==> config.mk <==
export PLATFORM = sky130hd
export DESIGN_NAME = imm_extend_stage
export DESIGN_NICKNAME = d
export VERILOG_FILES = /design/src/rtl/imm_pkg.sv /design/src/rtl/imm_ext_comb.sv /design/src/rtl/imm_extend_stage.sv
export SDC_FILE = /design/constraint.sdc
export NUM_CORES = 1
export LEC_CHECK = 0
export CORE_AREA = 2 2 86 108
export CTS_CLUSTER_SIZE = 10
export DETAILED_ROUTE_END_ITERATION = 12
export DIE_AREA = 0 0 88 110
export PLACE_DENSITY = 0.91
export SYNTH_ARGS = -nofsm -noshare
export SYNTH_HDL_FRONTEND = slang
export SYNTH_SLANG_ARGS = --single-unit
==> constraint.sdc <==
create_clock -name clk -period 2.9 [get_ports clk]
set_input_delay 0.435 -clock clk [delete_from_list [all_inputs] [get_ports clk]]
set_output_delay 0.435 -clock clk [all_outputs]
set_load 0.05 [all_outputs]
==> src/rtl/imm_pkg.sv <==
// Shared definitions for the decode-stage immediate generator: mode encodings
// and the default-width payload record.
package imm_pkg;

  localparam int IMM_MODE_W = 3;

  localparam logic [IMM_MODE_W-1:0] IMM_SEXT16 = 3'd0;
  localparam logic [IMM_MODE_W-1:0] IMM_ZEXT16 = 3'd1;
  localparam logic [IMM_MODE_W-1:0] IMM_SHAMT  = 3'd2;
  localparam logic [IMM_MODE_W-1:0] IMM_LUI    = 3'd3;
  localparam logic [IMM_MODE_W-1:0] IMM_BOFF   = 3'd4;
  localparam logic [IMM_MODE_W-1:0] IMM_JIDX   = 3'd5;

  localparam logic [15:0] IMM_ERR_CNT_MAX = 16'hFFFF;

  // Payload for the default 32-bit operand / 5-bit tag build; stages built
  // with other widths declare a local record with the same field order.
  typedef struct packed {
    logic [31:0] imm;
    logic [4:0]  tag;
    logic        err;
  } imm_payload_t;

endpackage

==> src/rtl/imm_ext_comb.sv <==
// Pure combinational instruction-word -> DATA_W immediate extender.
// Shared with the branch unit, so it carries no state.
module imm_ext_comb
  import imm_pkg::*;
#(
  parameter int DATA_W = 32
) (
  input  logic [31:0]           instr,
  input  logic [IMM_MODE_W-1:0] mode,
  output logic [DATA_W-1:0]     imm,
  output logic                  err
);

  logic [15:0] i16;
  logic        unused_hi;

  assign i16       = instr[15:0];
  assign unused_hi = ^instr[31:26];

  always_comb begin
    imm = '0;
    err = 1'b0;
    case (mode)
      IMM_SEXT16: imm = {{(DATA_W-16){i16[15]}}, i16};
      IMM_ZEXT16: imm[15:0] = i16;
      IMM_SHAMT:  imm[4:0]  = instr[10:6];
      IMM_LUI:    imm[31:0] = {i16, 16'h0000};
      IMM_BOFF:   imm = {{(DATA_W-18){i16[15]}}, i16, 2'b00};
      IMM_JIDX:   imm[27:0] = {instr[25:0], 2'b00};
      default:    err = 1'b1;
    endcase
  end

endmodule

==> src/rtl/imm_extend_stage.sv <==
// Registered immediate-generator stage: one output register plus a one-entry
// skid so the consumer can stall without dropping words, and an error counter.
module imm_extend_stage
  import imm_pkg::*;
#(
  parameter int DATA_W = 32,
  parameter int TAG_W  = 5
) (
  input  logic                  clk,
  input  logic                  rst_n,
  input  logic                  flush,
  input  logic                  in_valid,
  output logic                  in_ready,
  input  logic [31:0]           in_instr,
  input  logic [IMM_MODE_W-1:0] in_mode,
  input  logic [TAG_W-1:0]      in_tag,
  output logic                  out_valid,
  input  logic                  out_ready,
  output logic [DATA_W-1:0]     out_imm,
  output logic [TAG_W-1:0]      out_tag,
  output logic                  out_err,
  output logic [15:0]           err_cnt
);

  typedef struct packed {
    logic [DATA_W-1:0] imm;
    logic [TAG_W-1:0]  tag;
    logic              err;
  } pay_t;

  pay_t        in_pay, out_q, skid_q;
  logic        out_vld_q, skid_vld_q;
  logic [15:0] err_cnt_q;
  logic        accept, load;

  imm_ext_comb #(.DATA_W(DATA_W)) u_ext (
    .instr (in_instr),
    .mode  (in_mode),
    .imm   (in_pay.imm),
    .err   (in_pay.err)
  );
  assign in_pay.tag = in_tag;

  // rst_n gates in_ready so nothing looks acceptable while held in reset.
  assign in_ready = rst_n & ~skid_vld_q & ~flush;
  assign accept   = in_valid & in_ready;
  assign load     = ~out_vld_q | out_ready;

  always_ff @(posedge clk or negedge rst_n) begin
    if (!rst_n) begin
      out_q      <= '0;
      skid_q     <= '0;
      out_vld_q  <= 1'b0;
      skid_vld_q <= 1'b0;
    end else if (flush) begin
      out_vld_q  <= 1'b0;
      skid_vld_q <= 1'b0;
    end else if (load) begin
      // A full skid blocks accept, so skid and input never compete here.
      if (skid_vld_q) begin
        out_q      <= skid_q;
        out_vld_q  <= 1'b1;
        skid_vld_q <= 1'b0;
      end else if (accept) begin
        out_q     <= in_pay;
        out_vld_q <= 1'b1;
      end else begin
        out_vld_q <= 1'b0;
      end
    end else if (accept) begin
      skid_q     <= in_pay;
      skid_vld_q <= 1'b1;
    end
  end

  always_ff @(posedge clk or negedge rst_n) begin
    if (!rst_n)
      err_cnt_q <= '0;
    else if (accept && in_pay.err && err_cnt_q != IMM_ERR_CNT_MAX)
      err_cnt_q <= err_cnt_q + 16'd1;
  end

  assign out_valid = out_vld_q;
  assign out_imm   = out_q.imm;
  assign out_tag   = out_q.tag;
  assign out_err   = out_q.err;
  assign err_cnt   = err_cnt_q;

endmodule
==> results.sh <==
export IMPL_crit_chain="dlygate4sd3_1, buf_4, a21oi_1, nor3_1, nand2_1, o21ai_0"
export IMPL_grt_max_degree=85
export IMPL_r2r_end="out_imm[19]$_DFFE_PN0P_"
export IMPL_slew_violations=0
export IMPL_syn_inst=467
export IMPL_avgSynthCellArea_um2=9.94
export IMPL_reg2reg_slack_ns=0.58
export IMPL_finalCriticalPeriod_ns=2.56
export IMPL_antenna_found_initial=0
export IMPL_dpl_cell_area_um2=5610
export IMPL_layout_drive_gt1_share_pct=9.12
export IMPL_postCtsSetupBuffers=0
export IMPL_io_buffers=94
export IMPL_root_buffer="clkbuf_8"
export IMPL_ant_nets=0
export IMPL_syn_to_final_growth_pct=24.8
export IMPL_rows=38
export IMPL_num_nets_final=590
export IMPL_die_y_um=110
export IMPL_setup_slack_ns=0.341
export IMPL_cellLeakagePower_nw=2.59
export IMPL_synth_edf_count=0
export IMPL_drc=0
export IMPL_core_um2=8610
export IMPL_clkTransAtPathRegs_ns=0.09
export IMPL_ys_flop_type="dfrtp_1"
export IMPL_synth_top_area_share_pct=50.7
export IMPL_reg2reg_depth=4
export IMPL_crit_buf_inv=2
export IMPL_cts_tree="yes"
export IMPL_ys_seq_area_share_pct=50.7
export IMPL_min_path_type="input pin to asynchronous set/reset pin"
export IMPL_synth_top_area_cell="dfrtp_1"
export IMPL_first_pass_iters=5
export IMPL_synth_seq_cells=94
export IMPL_endpoint_kind="flop"
export IMPL_layout_common_cells="94 x dfrtp_1, 92 x clkdlybuf4s50_1, 67 x nand2_1, 48 x o21ai_0, 34 x a21oi_1"
export IMPL_synthDistinctLibCells=49
export IMPL_async_flop_share_pct=100
export IMPL_grt_pass1_vias=3887
export IMPL_maxSlewHeadroom_pct=19.4
export IMPL_fin_area_um2=5790
export IMPL_cp_max_fo=14
export IMPL_critical_path_required_ns=3.18
export IMPL_power_mw=3.33
export IMPL_ios=101
export IMPL_fill_cells=627
export IMPL_numCtsBuffers=9
export IMPL_setup_viol=0
export IMPL_synthTopCellsByArea="dfrtp_1 51%, nand2_1 5.4%, o21ai_0 5.2%"
export IMPL_cp_start_kind="input pin"
export IMPL_tightestPinTransition_ns=1.20
export IMPL_wl_um=11100
export IMPL_initial_core_util_pct=53.9
export IMPL_clockBufferDepth=2
export IMPL_multi_input_area_um2=2090
export IMPL_grt_total_usage_pct=24.3
export IMPL_yosysWarnings=0
export IMPL_clkLatencyLatePin_ns=0.37
export IMPL_drtIter0Drc=338
export IMPL_max_freq_mhz=391
export IMPL_crit_arrival_ns=2.84
export IMPL_viasPerCell=5.75
export IMPL_routed_via_count=3843
export IMPL_fin_crit_sh_pct=88.3
export IMPL_hpwlAfterDp_um=7820
export IMPL_status="completed"
export IMPL_synth_fp_nets=513
export IMPL_final_setup_skew_ns=0.0125
export IMPL_die_w_um=88
export IMPL_crit_type="input pin to flop"
export IMPL_cts_resized=0
export IMPL_clkSinkCount=94
export IMPL_syn_area_um2=4640
export IMPL_rsz0062_at_grt="false"
export IMPL_grt_first_pass_wirelength_um=18100
export IMPL_antenna_cells=0
export IMPL_ir_worst_vdd_v=0.000475
export IMPL_r2r_start="skid_vld_q$_DFFE_PN0P_"
export IMPL_htreeDepth=3
export IMPL_hold_viol_final=0
export IMPL_dp_slack_ns=0.245
export IMPL_grt_ovfl_total=0
export IMPL_maxCapViolCount=0
export IMPL_p_per_area_nw_per_um2=574
export IMPL_critPathMaxStageDelay_ns=0.94
export IMPL_gp_congestion=0.831
export IMPL_die_area_um2=9680
export IMPL_crit_slowest_cell="nor3_1"
export IMPL_cts_hold_fix_buffers=1
export IMPL_cp_top_family="simple AND/OR/NAND/NOR gates"
export IMPL_post_route_util_pct=67.3
export IMPL_detail_route_wl_per_cell_um=16.6
export IMPL_seqCellArea_um2=2350
export IMPL_setup_tns_ns=0
export IMPL_final_common_cell="dfrtp_1"
-- power by group --
group / internal (mW) / total [mW] / switching [mW]
Combinational: 0.349 / 0.971 / 0.622
Sequential: 1.47 / 1.56 / 0.0952
Clock: 0.353 / 0.791 / 0.439
-- worst max path at each step --
stage / slack (ns) / cells after the start / to / from
2_1_floorplan: 0.61 / 3 / in_ready / skid_vld_q$_DFFE_PN0P_
3_3_place_gp: 0.27 / 4 / out_imm[16]$_DFFE_PN0P_ / flush
3_5_place_dp: 0.25 / 4 / out_imm[21]$_DFFE_PN0P_ / flush
4_1_cts: 0.35 / 6 / out_imm[18]$_DFFE_PN0P_ / rst_n
5_1_grt: 0.02 / 6 / out_imm[18]$_DFFE_PN0P_ / rst_n
6_report: 0.34 / 6 / out_imm[19]$_DFFE_PN0P_ / rst_n
-- synthesized netlist by cell type (2+ instances only) --
cell and count:
nand3_1 4, mux2_1 2, and4_1 4, clkbuf_1 17
a21o_1 9, mux2_2 16, o21ai_1 3, buf_6 3
and3_1 5, xnor2_1 3, nor2b_1 2, a221o_1 6
nand4_1 5, nand2_1 67, nor3b_1 3, xor2_1 6
a211oi_1 18, nor2_1 8, o22ai_1 3, a31o_2 4
nand2b_1 12, o21ai_0 48, nor4b_1 4, o31ai_1 4
mux2i_1 21, dfrtp_1 94, buf_2 17, a21oi_1 34
nor3_1 10, nand3b_1 2, and2_1 12, inv_1 3
o211ai_1 2
-- area by class of cell --
cell class | instances | area share, %
Clock buffer | 12 | 2.68
Clock inverter | 3 | 0.346
Inverter | 3 | 0.194
Multi-Input combinational cell | 332 | 36.1
Sequential cell | 94 | 40.6
Tap cell | 120 | 2.59
Timing Repair Buffer | 104 | 17.5
-- worst reg2reg max path: cells and delay by family (launching register included) --
kind             cells  cell delay [ns]
AND/OR/NAND/NOR      2             1.24
flip-flops           1             0.62
AO/OA/AOI/OAI        2             0.38
-- registers in the layout, summed over array words and instances, names as in the netlist --
signal,cells
err_cnt,16
out_err,1
out_imm,32
out_tag,5
out_valid,1
skid_q,38
skid_vld_q,1
-- cells by family (layout without fill, tap and decap cells) --
logic type      Yosys count  in the layout  share of synthesized area [%]
mux                      39             39                           8.89
fa+ha+maj                 1              1                          0.269
compound gates          136            136                           17.8
simple gates            147            147                           16.4
flops                    94             94                           50.7
buf+inv                  41            122                           4.29
xor+xnor                  9              9                           1.70
-- routing by layer --
metal  up-vias  share of wire [%]  global-route usage, %
met5         -                  0                      0
met1      1823                 40                   30.8
met4         0                3.1                   13.7
li1       1822                  -                      -
met2       172                 49                   38.5
met3        26                7.8                   5.44
-- per-stage QoR --
stage / cells / hold slack, ns
final: 668 / 0.479
after global routing: 668 / 0.502
after CTS: 668 / 0.477
after detailed placement: 652 / 0.291
after global placement: 652 / 0.291
after floorplan: 467 / 0.139
Note: power is estimated with default switching activity, not from simulation.
